<file path="src/rtl/bcd_seq.sv">
// bcd_seq
// Sequential binary-to-BCD converter (shift-and-add-3, "double dabble").
// A 20-bit unsigned value is converted into six packed BCD digits over 20
// iterations, one iteration per clock. The registered result feeds the
// six-digit decimal display and is held stable between conversions.
//
// Ports:
//   iCLK     system clock, rising edge
//   iRST     asynchronous active-high reset
//   iStart   conversion request, sampled only while idle
//   iBin     20-bit unsigned value, captured on the accepting edge
//   oBusy    high while a conversion is in flight (SHIFT and FIN)
//   oDone    one-cycle pulse, new result valid on oBcd in this cycle
//   oBcd     packed BCD result, digit k in [4k+3:4k], held until next oDone
//   oOvf     input exceeded 999999 and the result was saturated
//   oDigits  number of significant digits (1..6), held with oBcd
module bcd_seq (
  input  logic        iCLK,
  input  logic        iRST,
  input  logic        iStart,
  input  logic [19:0] iBin,
  output logic        oBusy,
  output logic        oDone,
  output logic [23:0] oBcd,
  output logic        oOvf,
  output logic [2:0]  oDigits
);

  localparam logic [1:0] IDLE  = 2'd0;
  localparam logic [1:0] SHIFT = 2'd1;
  localparam logic [1:0] FIN   = 2'd2;

  localparam logic [19:0] MAX_DEC = 20'd999999;
  localparam logic [23:0] SAT_BCD = 24'h999999;

  logic [1:0]  state;
  logic [4:0]  count;
  logic [19:0] binSr;
  logic [23:0] scratch;
  logic        ovfPending;
  logic [23:0] adjusted;
  logic [23:0] finalBcd;

  // Every nibble >= 5 gets +3 before the shift, all digits in parallel.
  function automatic logic [23:0] addThree(input logic [23:0] bcd);
    logic [23:0] res;
    logic [3:0]  nib;
    res = bcd;
    for (int k = 0; k < 6; k++) begin
      nib = bcd[4*k +: 4];
      if (nib >= 4'd5) begin
        res[4*k +: 4] = nib + 4'd3;
      end
    end
    return res;
  endfunction

  // Saturate to the largest displayable value when the input is out of range.
  function automatic logic [23:0] saturate(input logic [23:0] bcd, input logic ovf);
    return ovf ? SAT_BCD : bcd;
  endfunction

  // 1 + index of the most significant nonzero digit; zero reports one digit.
  function automatic logic [2:0] digitCount(input logic [23:0] bcd);
    logic [2:0] res;
    res = 3'd1;
    for (int k = 0; k < 6; k++) begin
      if (bcd[4*k +: 4] != 4'd0) begin
        res = 3'(k + 1);
      end
    end
    return res;
  endfunction

  assign adjusted = addThree(scratch);
  assign finalBcd = saturate(scratch, ovfPending);
  assign oBusy    = (state != IDLE);

  // Control and output registers
  always_ff @(posedge iCLK or posedge iRST) begin
    if (iRST) begin
      state   <= IDLE;
      count   <= 5'd0;
      oDone   <= 1'b0;
      oBcd    <= 24'h000000;
      oOvf    <= 1'b0;
      oDigits <= 3'd1;
    end else begin
      oDone <= 1'b0;
      case (state)
        IDLE: begin
          if (iStart) begin
            count <= 5'd0;
            state <= SHIFT;
          end
        end
        SHIFT: begin
          count <= count + 5'd1;
          if (count == 5'd19) begin
            state <= FIN;
          end
        end
        FIN: begin
          oBcd    <= finalBcd;
          oOvf    <= ovfPending;
          oDigits <= digitCount(finalBcd);
          oDone   <= 1'b1;
          state   <= IDLE;
        end
        default: begin
          state <= IDLE;
        end
      endcase
    end
  end

  // Conversion datapath (no reset: always reloaded on the accepting edge)
  always_ff @(posedge iCLK) begin
    case (state)
      IDLE: begin
        if (iStart) begin
          binSr      <= iBin;
          scratch    <= 24'h000000;
          ovfPending <= (iBin > MAX_DEC);
        end
      end
      SHIFT: begin
        // Carry out of the top digit is dropped; it only happens on overflow,
        // where the result is saturated anyway.
        scratch <= {adjusted[22:0], binSr[19]};
        binSr   <= {binSr[18:0], 1'b0};
      end
      default: begin
      end
    endcase
  end

endmodule

</file>
<file path="config.mk">
export PLATFORM = sky130hd
export DESIGN_NAME = bcd_seq
export DESIGN_NICKNAME = d
export VERILOG_FILES = /design/src/rtl/bcd_seq.sv
export SDC_FILE = /design/constraint.sdc
export NUM_CORES = 1
export LEC_CHECK = 0
export CORE_UTILIZATION = 59
export DETAILED_ROUTE_END_ITERATION = 8
export GPL_ROUTABILITY_DRIVEN = 0
export PLACE_DENSITY = 0.85
export SETUP_SLACK_MARGIN = 0.4
export SYNTH_ARGS = -nofsm -noshare
export SYNTH_HDL_FRONTEND = slang
export SYNTH_SLANG_ARGS = --single-unit
</file>
<file path="constraint.sdc">
create_clock -name iCLK -period 4.76 [get_ports iCLK]
set_input_delay 0.714 -clock iCLK [delete_from_list [all_inputs] [get_ports iCLK]]
set_output_delay 0.714 -clock iCLK [all_outputs]
set_load 0.02 [all_outputs]
</file>
==> results.yml, run 1 <==
critical_path:
  critPathLaunchType: "primary input"
  crit_type: "primary input to register"
  critPathArrivalTime_ns: 2.37
  end_kind: "register"
  cp_data_required_time_ns: 4.80
  cp_max_fo: 22
logic_synthesis:
  syn_area_per_cell_um2: 10.1
  synth_edf_count: 45
  synth_seq_cells: 81
  synth_top_cell_by_area: "edfxtp_1"
  synth_cell_type_count: 36
  synth-async-reset-ratio: 0.444
  synth_area_leaders: "edfxtp_1 36%, dfrtp_1 23%, nand2_1 11%"
  ys_seq_area_frac: 0.596
  synthCells: 375
  yosysTopAreaCellShare: 0.357
  syn-cell-area_um2: 3780
  ys.flop_type: "edfxtp_1"
  synth_nets: 411
  yosys_warnings: 0
final_layout:
  fillers: 425
  area_growth_syn_to_layout_pct: 20.8
  drive_above_1_share: 0.0577
  layout_commonest_cell: "nand2_1"
  multiInputGateArea_um2: 1400
  final_cell_mix: "113 x nand2_1, 52 x clkdlybuf4s50_1, 45 x edfxtp_1"
  finalNetCount: 464
  diodes: 0
  regArea_um2: 2250
power_and_ir_drop:
  ir_drop_uv: 321
  intPower_w: 0.00179
  power_density_nw_per_um2: 615
  p_leak_nw: 1.93
  p_sw_w: 0.00102
  switching_share: 0.364
  p_clk_frac: 0.176
  seqPwrFrac: 0.466
  power_frac_comb: 0.358
floorplan:
  rows: 28
  fp.coreArea_um2: 6060
  initial_core_util: 0.624
  ios: 53
  die-area_um2: 6730
  die_w_um: 82.1
  die_h_um: 82.1
routing:
  ant_nets: 0
  drt_wl_total_um: 7080
  wire_per_inst_um: 13.9
  dr.pass1.iters: 4
  vias_per_cell: 5.49
  route.detailed.drc: 0
  vias: 2790
  drt_iter0_drc: 206
timing:
  finalSetupTns_ns: 0
  rsz0062_at_grt: "false"
  period_needed_ns: 2.33
  finalClockSkew_ns: 0.00927
  worstMarginPinSlew_ns: 0.862
  max_freq_mhz: 429
  finalWorstSetupSlack_ns: 2.43
  setup_viol: 0
  final_hold_viol_count: 0
  drv_slew: 0
  post-route-period-util: 0.490
  slew_headroom: 0.426
placed_design:
  port_buffers: 52
  place_ws_ns: 2.05
  dp_hpwl_um: 4820
global_route:
  track_usage: 0.237
  met3_usage: 0.0433
  grt_pass1_vias: 2639
  grt_overflow: 0
  grtUsageMet1: 0.311
  grt-busiest-layer: "met2"
  antenna_found_initial: 0
  use_met2: 0.382
  grt_pass1_wl_um: 11800
  grt_max_degree: 47
run_status:
  status: "complete, no violations"
clocking:
  h-tree-depth: 3
  clk_latency_ns: 0.34
  tritoncts: "built"
  cts_made_buffers: 9
  cts_hold_buffers: 0
  clk_pin_slew_ns: 0.08
  cts_sinks: 81
  clock-root-buffer: "clkbuf_8"
  clockBufferDepth: 2
  cts_resized: 0
  cts_setup_buffers: 0
min_path:
  worstHoldPathType: "register to register"
job:
  max_cap_viol_count: 0
[Yosys cell counts, types with 6 or more instances]
library cell  number
nor2b_1            6
nor3_1             8
o31ai_1            7
ha_1              13
xor2_1             6
nand2b_1          14
buf_2              6
xnor2_1            7
clkbuf_1           7
edfxtp_1          45
nor2_1            22
o21ai_1           21
a21oi_1           12
a211oi_1           7
nand2_1          113
dfrtp_1           35
inv_1             15
[through the flow]
stage	hold slack, ns	instances	power [W]	cell area [µm²]	utilization
floorplan	0.437	375	0.00201	3780	-
global placement	0.449	492	0.00225	4370	0.722
detailed placement	0.464	492	0.00232	4370	0.722
CTS	0.480	508	0.00282	4570	0.754
global route	0.503	508	0.00302	4570	0.754
finish	0.475	508	0.00281	4570	0.754
[cell families (layout without fill, tap and decap cells)]
logic type / count (synthesis) / in the layout / synth area share
flip-flops: 81 / 81 / 0.596
adder cells (fa/ha/maj): 13 / 13 / 0.0430
buffers and inverters: 33 / 91 / 0.0347
AND/OR/NAND/NOR: 177 / 177 / 0.205
AO/OA/AOI/OAI: 58 / 58 / 0.0916
XOR/XNOR: 13 / 13 / 0.0301
[area by class of cell]
class	instances	share of cell area
clock inverters	5	0.0118
clock buffers	11	0.0309
multi-input cells	261	0.306
flip-flops and latches	81	0.493
inverters	17	0.0140
well taps	75	0.0205
repair buffers	58	0.124
[per-layer routing]
layer | vias up | routed length, µm | share of wire
li1 | 1377 | - | -
met1 | 1308 | 3170 | 0.45
met2 | 94 | 3420 | 0.48
met3 | 11 | 336 | 0.047
met4 | 0 | 147 | 0.021
met5 | - | 0 | 0
[worst paths after layout]
path / endpoint / slack [ns] / cells after the start / start
max: scratch[23] / 2.43 / 6 / iStart
min: oBcd[0] / 0.47 / 2 / oBcd[0]
max reg2reg: scratch[23] / 2.59 / 5 / state[1]
min reg2reg: oBcd[0] / 0.47 / 2 / oBcd[0]
max in group asynchronous: oDigits[0] / 3.63 / 3 / iRST
min in group asynchronous: oBcd[0] / 0.77 / 3 / iRST
[registers in the layout (all words and copies together), names as in the netlist]
| register | cells |
|---|---|
| binSr | 20 |
| oDone | 1 |
| count | 5 |
| state | 2 |
| oDigits | 3 |
| oOvf | 1 |
| oBcd | 24 |
| scratch | 24 |
| ovfPending | 1 |
[worst max-delay path: stages]
cell             delay [ns]
clkdlybuf4s50_1        0.46
nand2_1                0.09
inv_2                  0.09
nor2_1                 0.07
inv_1                  0.61
buf_4                  0.33
[power groups by stage]
| stage | Combinational, W | Clock [W] | Sequential, W |
|---|---|---|---|
| floorplan | 0.000702 | 0 | 0.00131 |
| global placement | 0.000944 | 0 | 0.00131 |
| detailed placement | 0.000998 | 0 | 0.00132 |
| CTS | 0.00101 | 0.000502 | 0.00131 |
| global route | 0.00115 | 0.000531 | 0.00134 |
| finish | 0.00100 | 0.000495 | 0.00131 |
(Power assumes the default switching activity.)
==> run 2: changes to the inputs <==
CORE_UTILIZATION = 49   (was 59)
PLACE_DENSITY = 0.76   (was 0.85)
clock period = 1.9 ns   (was 4.76 ns; I/O delays follow)
==> results.yml, run 2 (synthesized netlist as in run 1, its figures left out) <==
timing:
  slew_headroom: 0.695
  finalClockSkew_ns: 0.0131
  rsz0062_at_grt: "true"
  max_freq_mhz: 657
  finalSetupTns_ns: 0
  worstMarginPinSlew_ns: 0.458
  final_hold_viol_count: 0
  drv_slew: 0
  post-route-period-util: 0.802
  setup_viol: 0
  finalWorstSetupSlack_ns: 0.377
  period_needed_ns: 1.52
job:
  max_cap_viol_count: 0
final_layout:
  final_cell_mix: "112 x nand2_1, 45 x edfxtp_1, 35 x dfrtp_1"
  multiInputGateArea_um2: 1640
  area_growth_syn_to_layout_pct: 35.9
  finalNetCount: 493
  reg_top3: "oBcd x24, scratch x24, binSr x20"
  fillers: 554
  regArea_um2: 2250
  layout_commonest_cell: "nand2_1"
  diodes: 0
  drive_above_1_share: 0.221
critical_path:
  rr_startpoint: "scratch[20]"
  crit_start: "scratch[20]"
  end_kind: "register"
  cp_max_fo: 4
  critPathLaunchType: "register"
  crit_type: "register to register"
  r2r-end: "oDigits[2]"
  slowest_delay_ns: 0.46
  cp_slowest_cell: "edfxtp_1"
  cp_data_required_time_ns: 2.15
  crit_chain: "buf_4 > nor3_1 > nand2_2 > o32a_1"
  reg2reg_slack_ns: 0.38
  rr_worst_depth: 4
  critPathArrivalTime_ns: 1.77
routing:
  route.detailed.drc: 0
  wire_per_inst_um: 14.5
  dr.pass1.iters: 5
  drt_iter0_drc: 192
  vias: 2927
  vias_per_cell: 5.22
  drt_wl_total_um: 8120
  ant_nets: 0
floorplan:
  ios: 53
  rows: 31
  fp.coreArea_um2: 7370
  die-area_um2: 8070
  die_h_um: 89.9
  initial_core_util: 0.513
  die_w_um: 89.9
placed_design:
  port_buffers: 52
  place_ws_ns: 0.219
  dp_hpwl_um: 4780
clocking:
  tritoncts: "built"
  clk_pin_slew_ns: 0.09
  h-tree-depth: 3
  clockBufferDepth: 2
  cts_sinks: 81
  clk_latency_ns: 0.36
  cts_made_buffers: 9
  clock-root-buffer: "clkbuf_8"
  cts_hold_buffers: 0
global_route:
  grt_pass1_wl_um: 12700
  grt_pass1_vias: 2765
  antenna_found_initial: 0
  grt_overflow: 0
  grt_max_degree: 47
  track_usage: 0.197
power_and_ir_drop:
  power_density_nw_per_um2: 1640
  power_w: 0.00841
  p_leak_nw: 2.19
  ir_drop_uv: 701
min_path:
  worstHoldPathType: "primary input to asynchronous set/reset pin"
run_status:
  status: "complete, no violations"
-- run 2: metal layers --
metal | part of all wire | routed length, µm | global-route usage
met2 | 0.47 | 3820 | 0.303
met3 | 0.055 | 445 | 0.0415
met1 | 0.45 | 3680 | 0.269
met5 | 0 | 0 | 0
met4 | 0.021 | 172 | 0.0914
-- run 2: repair_timing --
item                       in CTS  in global routing
resized for setup              47                 46
gates cloned                    0                  2
pin swaps                       8                 22
setup buffers                   9                 15
setup endpoints to repair      46                 59
-- run 2: area by class of cell --
class	instances	area share
multi-input combinational	261	0.320
timing repair buffer	87	0.157
tap	99	0.0241
clock inverter	5	0.0197
clock buffer	11	0.0275
sequential	81	0.438
inverter	17	0.0131
-- run 2: metrics by stage --
stage,area (µm²),utilization,std cells,hold WS [ns]
5_1_grt,5140,0.697,561,0.379
3_5_place_dp,4480,0.607,519,0.458
6_report,5140,0.697,561,0.338
3_3_place_gp,4480,0.607,519,0.451
4_1_cts,4790,0.650,544,0.346
2_1_floorplan,3800,-,375,0.437
-- run 2: worst max path at each step --
stage | end | slack (ns)
floorplan | binSr[0] | 0.09
global placement | binSr[10] | 0.29
detailed placement | scratch[9] | 0.22
CTS | oDigits[0] | 0.36
global route | oDigits[2] | 0.32
finish | oDigits[2] | 0.38
-- run 2: report_power, final --
group,switching (W),internal (W),total [W]
Sequential,0.000525,0.00281,0.00333
Clock,0.000614,0.000908,0.00152
Combinational,0.00188,0.00167,0.00356
Total,0.00302,0.00539,0.00841
-- run 2: worst max-delay path: cells and delay by family, from the launching register on --
kind | cells | cell delay [ns]
compound gates | 1 | 0.35
simple gates | 2 | 0.44
flops | 1 | 0.46
buf+inv | 1 | 0.18
==> run 3: changes to the inputs <==
clock period = 1.3 ns   (was 1.9 ns; I/O delays follow)
==> results.yml, run 3 <==
timing:
  worst_endpoint: "scratch[13]$_SDFFCE_PN0P_/D"
  worstEpCategory: "register data pin"
logic_synthesis:
  synth_nets: 411
  ys.flop_type: "edfxtp_1"
  synthCells: 375
  yosysTopAreaCellShare: 0.357
  netlist_top_cells_count: "113 x nand2_1, 45 x edfxtp_1, 35 x dfrtp_1, 22 x nor2_1, 21 x o21ai_1"
  synth_edf_count: 45
  synth-adder-area-share: 0.0430
  yosysMostFrequentCell: "nand2_1"
  synth_top_family_by_area: "simple AND/OR/NAND/NOR gates"
  yosys_warnings: 0
  synth_top_cell_by_area: "edfxtp_1"
  synthMuxAreaShare: 0
  synthXorXnorAreaFrac: 0.0301
  ys_seq_area_frac: 0.596
  synth_cell_type_count: 36
  synthSimpleGateAreaFrac: 0.205
  synth-async-reset-ratio: 0.444
  synth_seq_cells: 81
  synth_compound_area_frac: 0.0916
  syn_area_per_cell_um2: 10.1
  synth_area_leaders: "edfxtp_1 36%, dfrtp_1 23%, nand2_1 11%"
  syn-cell-area_um2: 3780
run_status:
  status: "stopped before the end"
  haltStage: "5_1_grt"
  error: "[ERROR DPL-0038] Utilization greater than 100%, impossible to legalize"
placed_design:
  dp_hpwl_um: 5780
  place_area_um2: 5130
  port_buffers: 52
  place_ws_ns: -0.259
  place_inst: 577
floorplan:
  rows: 31
  die_w_um: 89.9
  ios: 53
  die_h_um: 89.9
  initial_core_util: 0.513
clocking:
  clockBufferDepth: 2
  cts_made_buffers: 9
  h-tree-depth: 3
  clock-root-buffer: "clkbuf_8"
  cts_hold_buffers: 0
  cts_sinks: 81
global_route:
  grt_max_degree: 25
## run 3: kinds of logic after synthesis
kind of cell | Yosys count
AO/OA/AOI/OAI | 58
XOR/XNOR | 13
adder cells (fa/ha/maj) | 13
buffers and inverters | 33
flip-flops | 81
AND/OR/NAND/NOR | 177
## run 3: stage by stage
step,TNS [ns],util
after floorplan,-22.65,-
after global placement,-8.55,0.696
after CTS,-5.28,0.871
after detailed placement,-10.15,0.696
## run 3: repair_timing
action,in CTS
setup endpoints to repair,156
buffers inserted,33
gates resized for setup,318
pin swaps,48
cloned,14
==> run 4: changes to the inputs <==
CORE_UTILIZATION = 40   (was 49)
PLACE_DENSITY = default   (was 0.76)
PLACE_DENSITY_LB_ADDON = 0.15   (was default)
SETUP_SLACK_MARGIN = default   (was 0.4)
clock period = 1.7 ns   (was 1.3 ns; I/O delays follow)
==> results.yml, run 4 (synthesized netlist as in run 1, its figures left out) <==
global_route:
  track_usage: 0.174
  grt_pass1_wl_um: 13300
  antenna_found_initial: 0
  grt_pass1_vias: 2747
  grt_max_degree: 47
  grt_overflow: 0
routing:
  vias: 2738
  ant_nets: 0
  vias_per_cell: 4.97
  route.detailed.drc: 0
  drt_wl_total_um: 7570
  drt_iter0_drc: 126
  wire_per_inst_um: 13.7
  dr.pass1.iters: 4
power_and_ir_drop:
  power_frac_comb: 0.365
  switching_share: 0.356
  intPower_w: 0.00536
  p_clk_frac: 0.195
  p_sw_w: 0.00297
  power_w: 0.00833
  seqPwrFrac: 0.441
  p_leak_nw: 2.03
  power_density_nw_per_um2: 1730
  ir_drop_uv: 682
timing:
  post-route-period-util: 0.948
  period_needed_ns: 1.61
  setup_viol: 0
  slew_headroom: 0.780
  final_hold_viol_count: 0
  worstMarginPinSlew_ns: 0.325
  finalWorstSetupSlack_ns: 0.0880
  max_freq_mhz: 620
  drv_slew: 0
  rsz0062_at_grt: "false"
  finalClockSkew_ns: 0.0161
  finalSetupTns_ns: 0
run_status:
  status: "complete, no violations"
final_layout:
  finalNetCount: 471
  diodes: 0
  reg_top3: "oBcd x24, scratch x24, binSr x20"
  fin_util: 0.523
  area_growth_syn_to_layout_pct: 27.3
  drive_above_1_share: 0.0932
  design_area_um2: 4810
  final_cell_mix: "113 x nand2_1, 50 x clkdlybuf4s50_1, 45 x edfxtp_1"
  layout_commonest_cell: "nand2_1"
critical_path:
  cp_num_cells: 1
  crit_path_end: "oDigits[1]"
  cp_slowest_cell: "clkdlybuf4s50_1"
  cp_max_fo: 2
  crit_start: "oDigits[1]"
  crit_chain: "clkdlybuf4s50_1"
  reg2reg_slack_ns: 0.15
  cp_data_required_time_ns: 1.44
  worst-path-buf-inv: 1
  slowest_delay_ns: 0.61
  rr_startpoint: "scratch[9]"
  critPathLaunchType: "register"
  end_kind: "primary output"
  r2r-end: "scratch[9]"
  crit_type: "register to primary output"
  critPathArrivalTime_ns: 1.36
  rr_worst_depth: 6
  crit_family: "buffers and inverters"
placed_design:
  place_ws_ns: 0.0804
  port_buffers: 52
  dp_hpwl_um: 5260
  place_area_um2: 4550
floorplan:
  initial_core_util: 0.411
  ios: 53
  die-area_um2: 9850
  rows: 35
  die_h_um: 99.2
  fp.coreArea_um2: 9200
  die_w_um: 99.2
min_path:
  worstHoldPathType: "primary input to asynchronous set/reset pin"
job:
  max_cap_viol_count: 0
clocking:
  cts_setup_buffers: 0
  tritoncts: "built"
  h-tree-depth: 3
  cts_sinks: 81
  clk_pin_slew_ns: 0.09
  cts_made_buffers: 9
  cts_hold_buffers: 0
  clock-root-buffer: "clkbuf_8"
  clockBufferDepth: 2
  clk_latency_ns: 0.35
==> run 4: worst min-delay path by stage <==
stage | depth (start not counted) | slack, ns | to
final | 3 | 0.25 | oBcd[6]
after global routing | 3 | 0.28 | oBcd[8]
after CTS | 3 | 0.25 | oBcd[6]
after detailed placement | 2 | 0.46 | oBcd[15]
after global placement | 2 | 0.45 | oBcd[8]
after floorplan | 1 | 0.42 | count[0]
==> run 4: power groups by stage <==
stage | Sequential [W] | Clock, W | Combinational, W
after floorplan | 0.00366 | 0 | 0.00200
after global placement | 0.00366 | 0 | 0.00295
after detailed placement | 0.00368 | 0 | 0.00302
after CTS | 0.00364 | 0.00167 | 0.00304
after global routing | 0.00378 | 0.00175 | 0.00347
final | 0.00367 | 0.00162 | 0.00304
==> run 4: layout make-up <==
class,instances,area [µm²]
tap,111,139
clock buffer,12,188
clock inverter,4,53.8
fill,854,4380
inverter,17,67.6
timing repair buffer,65,678
multi-input combinational,261,1430
sequential,81,2250
==> run 4: tightest hold or removal path: cells and delay by family <==
family | cells | cell delay (ns)
buffers and inverters | 3 | 0.71
==> run 4: what timing repair did <==
item / 4_1_cts / 5_1_grt
pin swaps: 0 / 1
resized for setup: 2 / 6
setup endpoints to repair: 2 / 10
==> run 4: stage by stage <==
step | hold WS (ns) | cells
finish | 0.248 | 551
CTS | 0.248 | 551
global placement | 0.451 | 535
global route | 0.278 | 551
detailed placement | 0.455 | 535
floorplan | 0.421 | 375
==> run 4: routing by layer <==
layer	up-vias	track usage	part of all wire
met5	-	0	0
met4	0	0.0475	0.014
met3	7	0.0422	0.033
met2	49	0.276	0.46
met1	1296	0.239	0.49
li1	1386	-	-
